==> config.mk <==
export PLATFORM = sky130hd
export DESIGN_NAME = sn74_bus_arbiter_flat
export DESIGN_NICKNAME = d
export VERILOG_FILES = /design/src/rtl/sn74_bus_arbiter_if.sv /design/src/rtl/sn74_bus_arbiter.sv /design/src/flat_wrapper.sv
export SDC_FILE = /design/constraint.sdc
export NUM_CORES = 1
export LEC_CHECK = 0
export CORE_MARGIN = 2
export CORE_UTILIZATION = 55
export CTS_CLUSTER_SIZE = 40
export DETAILED_ROUTE_END_ITERATION = 10
export PLACE_DENSITY = 0.82
export SKIP_CTS_REPAIR_TIMING = 1
export SKIP_LAST_GASP = 1
export SYNTH_ARGS = -nofsm -noshare
export SYNTH_HDL_FRONTEND = slang
export SYNTH_SLANG_ARGS = --single-unit
==> constraint.sdc <==
create_clock -name clk -period 2.5 [get_ports clk]
set_input_delay 0.5 -clock clk [delete_from_list [all_inputs] [get_ports clk]]
set_output_delay 0.5 -clock clk [all_outputs]
set_load 0.02 [all_outputs]
==> src/rtl/sn74_bus_arbiter_if.sv <==
`default_nettype none
// ============================================================================
// Module      : sn74_bus_arbiter_if
// Description : Signal bundle between the round-robin bus arbiter and the
//               requesters / SN74 mux select and output-disable pins.
//               master : arbiter side (samples req/lock, drives grant/sel/oe/busy)
//               slave  : requester side (drives req/lock, observes the rest)
//               Optional macro: SN74_ARB_LOCK_EN adds the tenure lock input.
// Ports       : req[NREQ]   request per requester, level-held
//               lock        tenure lock (SN74_ARB_LOCK_EN only)
//               grant[NREQ] one-hot grant
//               sel[SELW]   binary owner index for the mux select pins
//               oe          mux output disable, 1 = bus high-Z
//               busy        arbiter in a grant or turnaround phase
// Revision    : 1.0 - initial release
// ============================================================================
interface sn74_bus_arbiter_if #(
  parameter int NREQ = 4,
  parameter int SELW = $clog2(NREQ)
);
  logic [NREQ-1:0] req;
`ifdef SN74_ARB_LOCK_EN
  logic            lock;
`endif
  logic [NREQ-1:0] grant;
  logic [SELW-1:0] sel;
  logic            oe;
  logic            busy;

`ifdef SN74_ARB_LOCK_EN
  modport master (input req, input lock, output grant, output sel, output oe, output busy);
  modport slave  (output req, output lock, input grant, input sel, input oe, input busy);
`else
  modport master (input req, output grant, output sel, output oe, output busy);
  modport slave  (output req, input grant, input sel, input oe, input busy);
`endif
endinterface
`default_nettype wire

==> src/rtl/sn74_bus_arbiter.sv <==
`default_nettype none
// ============================================================================
// Module      : sn74_bus_arbiter
// Description : Round-robin arbiter and sequencer for a shared bus built from
//               SN74XX253/257 tri-state multiplexers. Only one requester owns
//               the bus at a time; every hand-over passes through TURN
//               tri-stated cycles, and an owner is preempted after MAXHOLD
//               cycles when someone else is waiting.
//               Optional macro: SN74_ARB_LOCK_EN - adds a lock input that
//               suppresses MAXHOLD preemption while asserted in GRANT.
// Ports       : clk        rising-edge clock
//               rst        asynchronous active-high reset
//               bus.req    request vector (in)
//               bus.lock   tenure lock (in, SN74_ARB_LOCK_EN only)
//               bus.grant  one-hot grant (out, registered)
//               bus.sel    owner index to mux select (out, registered)
//               bus.oe     mux output disable, 1 = high-Z (out, registered)
//               bus.busy   1 in GRANT or TURN (out, registered)
// Parameters  : NREQ 2..8, SELW = $clog2(NREQ), MAXHOLD >= 2, TURN >= 1
// Revision    : 1.0 - initial release
// ============================================================================
module sn74_bus_arbiter #(
  parameter int NREQ    = 4,
  parameter int SELW    = $clog2(NREQ),
  parameter int MAXHOLD = 16,
  parameter int TURN    = 1
) (
  input  logic               clk,
  input  logic               rst,
  sn74_bus_arbiter_if.master bus
);

  localparam int CNTW = $clog2(MAXHOLD);
  localparam int TW   = (TURN > 1) ? $clog2(TURN) : 1;

  localparam logic [CNTW-1:0] CNT_MAX   = CNTW'(MAXHOLD - 1);
  localparam logic [TW-1:0]   TURN_LAST = TW'(TURN - 1);
  // Pointer starts at the last requester so that req[0] wins first.
  localparam logic [SELW-1:0] PTR_RST   = SELW'(NREQ - 1);

  typedef enum logic [1:0] {
    ST_IDLE  = 2'd0,
    ST_GRANT = 2'd1,
    ST_TURN  = 2'd2
  } state_t;

  state_t          state_q;
  logic [NREQ-1:0] grant_q;
  logic [SELW-1:0] sel_q;
  logic            oe_q;
  logic            busy_q;
  logic [CNTW-1:0] cnt_q;
  logic [SELW-1:0] ptr_q;
  logic [TW-1:0]   tcnt_q;

  // Round-robin candidate and the one-hot grant it would produce.
  logic            pick_vld;
  logic [SELW-1:0] pick_idx;
  logic [SELW-1:0] cand;
  logic [NREQ-1:0] grant_d;

  logic            owner_req;
  logic            others_req;
  logic            at_max;
  logic            preempt_ok;
  logic            release_now;

  // --------------------------------------------------------------------------
  // Round-robin search: first set request strictly after the pointer,
  // wrapping past NREQ-1. The pointer itself is visited last, so a former
  // owner only wins again when nobody else is asking.
  // --------------------------------------------------------------------------
  always_comb begin
    pick_vld = 1'b0;
    pick_idx = '0;
    cand     = '0;
    for (int k = 1; k <= NREQ; k++) begin
      cand = SELW'((int'(ptr_q) + k) % NREQ);
      if (!pick_vld && bus.req[cand]) begin
        pick_vld = 1'b1;
        pick_idx = cand;
      end
    end
    grant_d           = '0;
    grant_d[pick_idx] = 1'b1;
  end

  // --------------------------------------------------------------------------
  // Release decision while owning the bus. sel_q holds the owner index and
  // grant_q is its one-hot mask, so "others" excludes the owner directly.
  // A dropped request and a preemption in the same cycle both land on the
  // same single release.
  // --------------------------------------------------------------------------
  always_comb begin
    owner_req  = bus.req[sel_q];
    others_req = |(bus.req & ~grant_q);
    at_max     = (cnt_q == CNT_MAX);
`ifdef SN74_ARB_LOCK_EN
    preempt_ok = !bus.lock;
`else
    preempt_ok = 1'b1;
`endif
    release_now = !owner_req || (at_max && others_req && preempt_ok);
  end

  // --------------------------------------------------------------------------
  // Sequencer. All outputs are registered here so the mux pins never see
  // combinational glitches; grant and oe always move together, keeping the
  // bus either driven by exactly one owner or fully tri-stated.
  // --------------------------------------------------------------------------
  always_ff @(posedge clk or posedge rst) begin
    if (rst) begin
      state_q <= ST_IDLE;
      grant_q <= '0;
      sel_q   <= '0;
      oe_q    <= 1'b1;
      busy_q  <= 1'b0;
      cnt_q   <= '0;
      ptr_q   <= PTR_RST;
      tcnt_q  <= '0;
    end else begin
      case (state_q)
        ST_IDLE: begin
          if (pick_vld) begin
            state_q <= ST_GRANT;
            grant_q <= grant_d;
            sel_q   <= pick_idx;
            oe_q    <= 1'b0;
            busy_q  <= 1'b1;
            cnt_q   <= '0;
          end
        end

        ST_GRANT: begin
          if (release_now) begin
            state_q <= ST_TURN;
            grant_q <= '0;
            oe_q    <= 1'b1;
            ptr_q   <= sel_q;
            tcnt_q  <= '0;
          end else if (!at_max) begin
            // Saturating tenure counter: once at the limit it stays there
            // so a late-arriving requester preempts on its first cycle.
            cnt_q <= cnt_q + CNTW'(1);
          end
        end

        ST_TURN: begin
          if (tcnt_q == TURN_LAST) begin
            // Requests are only sampled on the final gap cycle, so pulses
            // that come and go earlier in the gap have no effect.
            if (pick_vld) begin
              state_q <= ST_GRANT;
              grant_q <= grant_d;
              sel_q   <= pick_idx;
              oe_q    <= 1'b0;
              cnt_q   <= '0;
            end else begin
              state_q <= ST_IDLE;
              busy_q  <= 1'b0;
            end
          end else begin
            tcnt_q <= tcnt_q + TW'(1);
          end
        end

        default: begin
          // Unreachable encoding: park the bus safely.
          state_q <= ST_IDLE;
          grant_q <= '0;
          oe_q    <= 1'b1;
          busy_q  <= 1'b0;
        end
      endcase
    end
  end

  assign bus.grant = grant_q;
  assign bus.sel   = sel_q;
  assign bus.oe    = oe_q;
  assign bus.busy  = busy_q;

endmodule
`default_nettype wire

==> src/flat_wrapper.sv <==
// flat-port wrapper written by rule: the top's interface ports become plain ports
module sn74_bus_arbiter_flat 
#(
  parameter int NREQ    = 4,
  parameter int SELW    = $clog2(NREQ),
  parameter int MAXHOLD = 16,
  parameter int TURN    = 1
)
  (clk, rst, bus_req, bus_grant, bus_sel, bus_oe, bus_busy);
  sn74_bus_arbiter_if #(.NREQ(NREQ), .SELW(SELW)) bus_i ();
  input  logic clk;
  input  logic rst;
  input wire logic [$bits(bus_i.req)-1:0] bus_req;
  output wire logic [$bits(bus_i.grant)-1:0] bus_grant;
  output wire logic [$bits(bus_i.sel)-1:0] bus_sel;
  output wire logic [$bits(bus_i.oe)-1:0] bus_oe;
  output wire logic [$bits(bus_i.busy)-1:0] bus_busy;
  assign bus_i.req = bus_req;
  assign bus_grant = bus_i.grant;
  assign bus_sel = bus_i.sel;
  assign bus_oe = bus_i.oe;
  assign bus_busy = bus_i.busy;
  sn74_bus_arbiter #(.NREQ(NREQ), .SELW(SELW), .MAXHOLD(MAXHOLD), .TURN(TURN)) u_core (.clk(clk), .rst(rst), .bus(bus_i));
endmodule
After elaboration in Yosys (flattened, before gate mapping)

Index checks and enable logic that the tools add are counted.

Bits of input ports: 6
Bits in registers: 17
Output and inout bits: 8
Logic and storage cells: 103

Reductions and logical operators: 22
Mux-type cells: 48
Add/subtract/negate cells: 6
Magnitude comparators: 7
Bitwise gates (word level): 3
Equal/unequal tests: 9

Operators with widths:

| operator              | count |
|---|---|
| $mux W4               | 7 |
| $pmux W4 S3           | 2 |
| $mux W1               | 19 |
| $lt A2 B3 Y1 const B  | 6 |
| $mux W2               | 9 |
| $bmux W1 S2           | 5 |
| $ne A2 B2 Y1 const B  | 4 |
| $reduce_and A2 Y1     | 4 |
| $reduce_and A4 Y1     | 2 |
| $pmux W1 S3           | 2 |
| $pmux W2 S3           | 1 |
| $logic_and A1 B1 Y1   | 5 |
| $add A2 B1 Y2 const B | 2 |
| $add A2 B2 Y2 const B | 2 |
| $add A4 B1 Y4 const B | 1 |
| $and A4 B4 Y4         | 1 |
| $eq A4 B4 Y1 const B  | 1 |
| $logic_not A1 Y1      | 4 |
| $ne A2 B1 Y1 const B  | 2 |
| $not A4 Y4            | 1 |
| $pmux W2 S2           | 1 |
| $reduce_bool A2 Y1    | 2 |
| $reduce_or A4 Y1      | 1 |
| $reduce_and A3 Y1     | 1 |
| other kinds (10)      | 10 |

Logic depth before layout (Yosys ltp)

Gate-level depths: netlist of run 1.

Word-level depth: 20
Mapped depth: 5
Mapped depth without buffers: 5

Least setup slack after synthesis of run 1

No wires, ideal clock.

Kind: reg2reg
From: reg u_core.sel_q[0], in the netlist u_core.bus.sel[0]
To: reg u_core.cnt_q[0]
Data arrival time: 1.671 ns
Required time: 2.375 ns
Slack: 0.704 ns
Library setup time: 0.125 ns
Stages on the path, launching flop included: 5
Clock period less this slack: 1.796 ns
Cells stage by stage: dfrtp_1 mux4_2 and3_4 nor2_4 mux2_4

Longest elaborated chain between the ends: 6

Ends and longest elaborated chain:

| what                               | line                    | text |
|---|---|---|
| start, declared                    | sn74_bus_arbiter.sv:49  | `logic [SELW-1:0] sel_q;` |
| start signal, assigned             | sn74_bus_arbiter.sv:127 | `sel_q <= pick_idx;` |
| start signal, assigned             | sn74_bus_arbiter.sv:155 | `sel_q <= pick_idx;` |
| $bmux W1 S2                        | sn74_bus_arbiter.sv:95  | `owner_req = bus.req[sel_q];` |
| $mux W1 (implied by the code)      | sn74_bus_arbiter.sv:95  |  |
| $logic_not A1 Y1                   | sn74_bus_arbiter.sv:103 | `release_now = !owner_req \|\| (at_max && others_req && preempt_ok);` |
| $logic_or A1 B1 Y1                 | sn74_bus_arbiter.sv:103 |  |
| $ne A2 B2 Y1 (no source line)      | --                      |  |
| $reduce_and A4 Y1 (no source line) | --                      |  |
| end signal, assigned               | sn74_bus_arbiter.sv:144 | `cnt_q <= cnt_q + CNTW'(1);` |
| end, declared                      | sn74_bus_arbiter.sv:52  | `logic [CNTW-1:0] cnt_q;` |

Every way passes these cells. The select of a mux whose other input is x is not followed.
A chain may end at the register's enable or synchronous reset.

Worst setup path after layout of run 1

From: in bus_req[3]
To: reg u_core.cnt_q[0]

Longest elaborated chain between the ends: 15

Ends and longest elaborated chain:

| what                          | line                   | text |
|---|---|---|
| start, declared               | flat_wrapper.sv:13     | `input wire logic [$bits(bus_i.req)-1:0] bus_req;` |
| $bmux W1 S2                   | sn74_bus_arbiter.sv:79 | `if (!pick_vld && bus.req[cand]) begin` |
| $mux W1 (implied by the code) | sn74_bus_arbiter.sv:79 |  |
| $mux W1                       | sn74_bus_arbiter.sv:79 |  |
| $logic_not A1 Y1              | sn74_bus_arbiter.sv:79 |  |
| $logic_and A1 B1 Y1           | sn74_bus_arbiter.sv:79 |  |
| $mux W1                       | sn74_bus_arbiter.sv:79 |  |
| $logic_not A1 Y1              | sn74_bus_arbiter.sv:79 |  |
| $logic_and A1 B1 Y1           | sn74_bus_arbiter.sv:79 |  |
| $mux W1                       | sn74_bus_arbiter.sv:79 |  |
| $logic_not A1 Y1              | sn74_bus_arbiter.sv:79 |  |
| $logic_and A1 B1 Y1           | sn74_bus_arbiter.sv:79 |  |
| $mux W1                       | sn74_bus_arbiter.sv:79 |  |
| $mux W4 (2 in a row)          | --                     |  |
| $pmux W4 S3                   | --                     |  |

Parallel ways exist; a longest one is shown, timed or not. The select of a mux whose other input is x is not followed.

==> flow_summary.json, run 1 <==
{
  "status": "completed",
  "setup_tns_ns": 0,
  "synth-edff-count": 0,
  "p_seq_share_pct": 38.1,
  "ys_seq_area_share_pct": 46.5,
  "grt_use_total_pct": 22.4,
  "cellPowerDensity_mw_per_mm2": 1230,
  "cts_root_buf": "clkbuf_4",
  "dieArea_mm2": 0.00191,
  "regToRegEndpoint": "u_core.cnt_q[0]",
  "intPower_uw": 757,
  "antenna_found_initial": 0,
  "ir_worst_vdd_v": 0.000741,
  "cpPeakStageDelay_ns": 0.60,
  "die_h_um": 43.7,
  "grt_pass1_wl_um": 3060,
  "syn_avg_cell_area_um2": 10.5,
  "fin_ws_ns": 0.455,
  "dieWidth_um": 43.7,
  "fin_crit_ns": 2.04,
  "io_pins": 14,
  "cp_data_arrival_time_ns": 2.22,
  "relSlewSlack_pct": 61.0,
  "clkTransAtPathRegs_ns": 0.09,
  "cts.sinks": 16,
  "power_leakage_uw": 0.000468,
  "r2r_slack_ns": 0.78,
  "wire_per_inst_um": 15.0,
  "drt-vias-per-instance": 6.00,
  "drtPass1Iterations": 4,
  "rows": 14,
  "ys.flop_type": "dfrtp_1",
  "start_kind": "input port",
  "p_comb_share_pct": 51.0,
  "diodes": 0,
  "pwr-share-clk_pct": 10.9,
  "drt-total-wl_um": 1730,
  "postLayoutCoreUtil_pct": 69.8,
  "fp.coreArea_mm2": 0.00149,
  "min_path_type": "flop to flop",
  "synth.distinct_cells": 32,
  "cap_violations": 0,
  "grt_pass1_vias": 693,
  "htree_levels": 1,
  "pre_cts_ws_ns": 0.156,
  "clockBufferDepth": 2,
  "place.gp.congestion": 0.861,
  "tightest_slew_ns": 0.581,
  "rsz0062_at_grt": "false",
  "setup_violations": 0,
  "r2r-start": "u_core.bus.sel[0]",
  "start_util_pct": 58.3,
  "drt_iter0_drc": 20,
  "path_cells": "clkdlybuf4s50_1 > mux4_2 > and3_4 > nor2_4 > mux2_4",
  "final_cell_area_mm2": 0.00104,
  "crit_type": "input port to flop",
  "cts_made_buffers": 3,
  "timing.final.hold_violations": 0,
  "via_count": 690,
  "synthesis.area_um2": 868,
  "synthToLayoutAreaGrowth_pct": 19.7,
  "path_max_fanout": 7,
  "grt_max_degree": 17,
  "critical_path.startpoint": "bus_req[3]",
  "syn_nets": 90,
  "fin_crit_sh_pct": 81.8,
  "syn_inst": 83,
  "worstSkewPairLatency_ns": 0.28,
  "cpMaxStageDelayCell": "mux4_2",
  "worstPathRequired_ns": 2.68,
  "io_buffer_count": 13,
  "p_sw_uw": 518,
  "reg2reg_depth": 4,
  "yosysWarnings": 0,
  "async_flop_share_pct": 100,
  "fin_skew_ns": 0.00778,
  "place_area_mm2": 0.00101,
  "cts_tree": "done",
  "final_cells": 115,
  "drive_above_1_share_pct": 14.1,
  "antenna_left": 0,
  "dpl.hpwl_um": 1350,
  "drc": 0,
  "dp.cells": 111,
  "fmax_mhz": 489,
  "end_kind": "flop",
  "setup.worst_path.end": "u_core.cnt_q[0]",
  "grt-ovfl-total": 0,
  "ys_seq_elements": 16,
  "drv_slew": 0,
  "p_sw_share_pct": 40.6,
  "layout.nets": 107
}
## worst max-delay path, delay by kind of cell
kind	cells	cell delay, ns
buffers and inverters	1	0.51
AND/OR/NAND/NOR	2	0.30
multiplexers	2	0.90
## cell usage after synthesis, types with 2 or more instances
cell	count	area (µm²)
mux2i_1	3	30.0
a21oi_1	2	10.0
mux2_1	2	22.5
nand3_1	2	10.0
or2b_1	6	45.0
nand2_1	9	33.8
dfstp_2	3	78.8
o21ai_0	4	20.0
inv_1	8	30.0
nor2_1	5	18.8
nand2b_1	2	12.5
o22ai_1	5	31.3
dfrtp_1	13	325
## placed cells by master (no fill, tap or decap), drive strengths merged, types with 2 or more instances in the layout
| cell type | instances |
|---|---|
| clkdlybuf4s50 | 13 |
| dfrtp | 13 |
| o22ai | 5 |
| or2b | 6 |
| mux2i | 3 |
| dfstp | 3 |
| inv | 8 |
| nand2b | 2 |
| a21oi | 3 |
| clkbuf | 4 |
| nand3 | 2 |
| nand2 | 9 |
| mux2 | 3 |
| o21ai | 4 |
| nor2 | 6 |
## power by group through the flow
| stage | combinational (µW) | clock [µW] | sequential (µW) |
|---|---|---|---|
| after floorplan | 374 | 0 | 541 |
| after global placement | 629 | 0 | 485 |
| after detailed placement | 649 | 0 | 490 |
| after CTS | 653 | 142 | 485 |
| after global routing | 711 | 156 | 500 |
| final | 650 | 139 | 485 |
## metal layers
| metal | part of all wire (%) | vias to the layer above | track usage [%] |
|---|---|---|---|
| li1 | - | 329 | - |
| met1 | 44 | 335 | 27.9 |
| met2 | 50 | 22 | 36.5 |
| met3 | 4.6 | 4 | 6.25 |
| met4 | 1.3 | 0 | 9.70 |
| met5 | 0 | - | 0 |
## state kept, by name, indices dropped and copies added (netlist names)
| signal | count |
|---|---|
| u_core.state_q | 2 |
| u_core.bus.busy | 1 |
| u_core.bus.oe | 1 |
| u_core.bus.grant | 4 |
| u_core.bus.sel | 2 |
| u_core.cnt_q | 4 |
| u_core.ptr_q | 2 |
## cells by family after synthesis
| family | after synthesis | synth area share, % |
|---|---|---|
| buf+inv | 9 | 4.03 |
| compound gates | 18 | 15.7 |
| simple gates | 32 | 21.9 |
| mux | 7 | 10.4 |
| fa+ha+maj | 1 | 1.44 |
| flops | 16 | 46.5 |
## per-stage QoR
stage | total power [µW] | hold WS, ns
2_1_floorplan | 915 | 0.412
3_3_place_gp | 1110 | 0.467
3_5_place_dp | 1140 | 0.497
4_1_cts | 1280 | 0.511
5_1_grt | 1370 | 0.514
6_report | 1270 | 0.508
## final cells by class
class	instances	area (µm²)
fillers	114	449
multi-input cells	58	429
flip-flops and latches	16	404
repair buffers	13	130
inverters	8	30.0
clock buffers	4	26.3
well taps	16	20.0
## how the worst min path moves through the flow
stage	startpoint	slack, ns	depth (start not counted)	to
finish	u_core.bus.busy	0.51	2	u_core.bus.busy
global route	u_core.cnt_q[3]	0.51	1	u_core.cnt_q[3]
CTS	u_core.cnt_q[3]	0.51	1	u_core.cnt_q[3]
detailed placement	u_core.bus.busy	0.50	2	u_core.bus.busy
global placement	u_core.cnt_q[3]	0.47	1	u_core.cnt_q[3]
floorplan	rst	0.41	1	u_core.bus.busy
(Power assumes the default switching activity.)
==> inputs of run 2 (changes only) <==
--- a/config.mk
+++ b/config.mk
@@ -6,10 +6,10 @@
 export NUM_CORES = 1
 export LEC_CHECK = 0
 export CORE_MARGIN = 2
-export CORE_UTILIZATION = 55
+export CORE_UTILIZATION = 51
 export CTS_CLUSTER_SIZE = 40
 export DETAILED_ROUTE_END_ITERATION = 10
-export PLACE_DENSITY = 0.82
+export PLACE_DENSITY = 0.77
 export SKIP_CTS_REPAIR_TIMING = 1
 export SKIP_LAST_GASP = 1
 export SYNTH_ARGS = -nofsm -noshare
==> constraint.sdc (replaced) <==
create_clock -name clk -period 2 [get_ports clk]
set_input_delay 0.4 -clock clk [delete_from_list [all_inputs] [get_ports clk]]
set_output_delay 0.4 -clock clk [all_outputs]
set_load 0.02 [all_outputs]
==> run 2 against run 1 <==
Effect of this change: combinational power grew 40%; register-to-register slack worse by 0.48 ns; sequential share of layout area down 3.1 points; clock power up 26%; flip-flop and latch count unchanged; global-route usage shrank 2.1 points.
==> flow_summary.json, run 2 (synthesis gave the netlist of run 1 again) <==
{
  "whs_ns": 0.459,
  "antenna_found_initial": 0,
  "final_cell_area_mm2": 0.00113,
  "fin_skew_ns": 0.00485,
  "rsz0062_at_grt": "false",
  "min_path_type": "input port to asynchronous set/reset pin",
  "antenna_left": 0,
  "r2r-start": "u_core.bus.sel[0]",
  "final_cells": 127,
  "htree_levels": 1,
  "top_layer": "met3",
  "synthToLayoutAreaGrowth_pct": 30.1,
  "cp.depth": 5,
  "io_pins": 14,
  "wl_met1_um": 797,
  "dieArea_mm2": 0.00205,
  "critical_path_buf_inv_count": 1,
  "place_area_mm2": 0.00110,
  "grt_pass1_wl_um": 2960,
  "cpPeakStageDelay_ns": 0.57,
  "met3_wirelength_um": 85,
  "place.gp.congestion": 0.928,
  "fin_crit_sh_pct": 93.2,
  "worstSkewPairLatency_ns": 0.28,
  "fp.coreArea_mm2": 0.00156,
  "drtPass1Iterations": 4,
  "drive_above_1_share_pct": 23.4,
  "layout_common_cells": "clkdlybuf4s50_1 (13), dfrtp_1 (13), buf_4 (12)",
  "drt-vias-per-instance": 5.47,
  "ir_worst_vdd_v": 0.000906,
  "drt-total-wl_um": 1690,
  "drv_slew": 0,
  "cpMaxStageDelayCell": "clkdlybuf4s50_1",
  "layout.nets": 119,
  "drt_iter0_drc": 12,
  "tightest_slew_ns": 0.566,
  "worstPathRequired_ns": 2.21,
  "cts.sinks": 16,
  "cp_data_arrival_time_ns": 2.08,
  "grt_pass1_vias": 693,
  "dp.cells": 123,
  "setup_tns_ns": 0,
  "io_buffer_count": 13,
  "critical_path.startpoint": "bus_req[2]",
  "cap_violations": 0,
  "timing.final.hold_violations": 0,
  "reg2reg_depth": 4,
  "power_leakage_uw": 0.000526,
  "setup_violations": 0,
  "grt-ovfl-total": 0,
  "drc": 0,
  "fmax_mhz": 536,
  "clockBufferDepth": 2,
  "fin_crit_ns": 1.86,
  "die_h_um": 45.3,
  "route.met2.wl_um": 806,
  "status": "completed",
  "relSlewSlack_pct": 62.2,
  "path_max_fanout": 6,
  "crit_family": "buffers and inverters",
  "cts_tree": "done",
  "diodes": 0,
  "wire_per_inst_um": 13.3,
  "cts_made_buffers": 3,
  "clkTransAtPathRegs_ns": 0.09,
  "start_kind": "input port",
  "dpl.hpwl_um": 1380,
  "grt_use_total_pct": 20.4,
  "start_util_pct": 55.7,
  "cellPowerDensity_mw_per_mm2": 1490,
  "dieWidth_um": 45.3,
  "via_count": 695,
  "path_cells": "clkdlybuf4s50_1 > or2b_1 > a41o_1 > a21oi_4 > mux2_1",
  "grt_max_degree": 17,
  "rows": 14,
  "crit_type": "input port to flop",
  "end_kind": "flop",
  "cts_root_buf": "clkbuf_4"
}
[run 2: through the flow]
step	util (%)	setup WS, ns	total power (µW)
2_1_floorplan	-	0.204	1140
5_1_grt	72.5	0.0995	1810
3_3_place_gp	70.8	-0.143	1500
3_5_place_dp	70.8	-0.172	1520
6_report	72.5	0.135	1690
4_1_cts	72.5	0.147	1700
[run 2: layer usage]
layer / GRT usage [%] / vias up
met5: 0 / -
met4: 9.41 / 0
met3: 6.40 / 0
met2: 30.9 / 15
met1: 26.4 / 330
li1: - / 350
[run 2: final timing paths]
path	slack, ns	end
worst max-delay path	0.14	u_core.ptr_q[1]
worst min-delay path	0.46	u_core.cnt_q[2]
worst max register to register	0.30	u_core.cnt_q[0]
worst min register to register	0.50	u_core.cnt_q[3]
max in group asynchronous	1.16	u_core.ptr_q[0]
min in group clk	0.50	u_core.cnt_q[3]
[run 2: final cells by class]
class | count | area [µm²]
fillers | 120 | 429
inverters | 8 | 30.0
well taps | 16 | 20.0
clock buffers | 4 | 26.3
repair buffers | 25 | 220
flip-flops and latches | 16 | 404
multi-input cells | 58 | 429
[run 2: worst register-to-register path, stage by stage (launching register included)]
cell and delay [ns]:
dfrtp_1 0.43, mux4_2 0.58, and3_4 0.20, nor2_4 0.09
mux2_4 0.30
[run 2: power by group]
| group | internal (µW) | switching (µW) |
|---|---|---|
| clock | 77.4 | 97.1 |
| combinational | 479 | 428 |
| sequential | 480 | 127 |
| total | 1040 | 652 |
==> inputs of run 3 (changes only) <==
--- a/config.mk
+++ b/config.mk
@@ -5,6 +5,7 @@
 export SDC_FILE = /design/constraint.sdc
 export NUM_CORES = 1
 export LEC_CHECK = 0
+export CAP_MARGIN = 25
 export CORE_MARGIN = 2
 export CORE_UTILIZATION = 51
 export CTS_CLUSTER_SIZE = 40
==> constraint.sdc (replaced) <==
create_clock -name clk -period 2 [get_ports clk]
set_input_delay 0.4 -clock clk [delete_from_list [all_inputs] [get_ports clk]]
set_output_delay 0.4 -clock clk [all_outputs]
set_load 0.01 [all_outputs]
==> results of run 3 <==
The final DEF is identical to that of run 2. Status: completed.
Main changes from that run: total power 1690 µW -> 1630 µW; worst IR drop on VDD 0.000906 V -> 0.000891 V
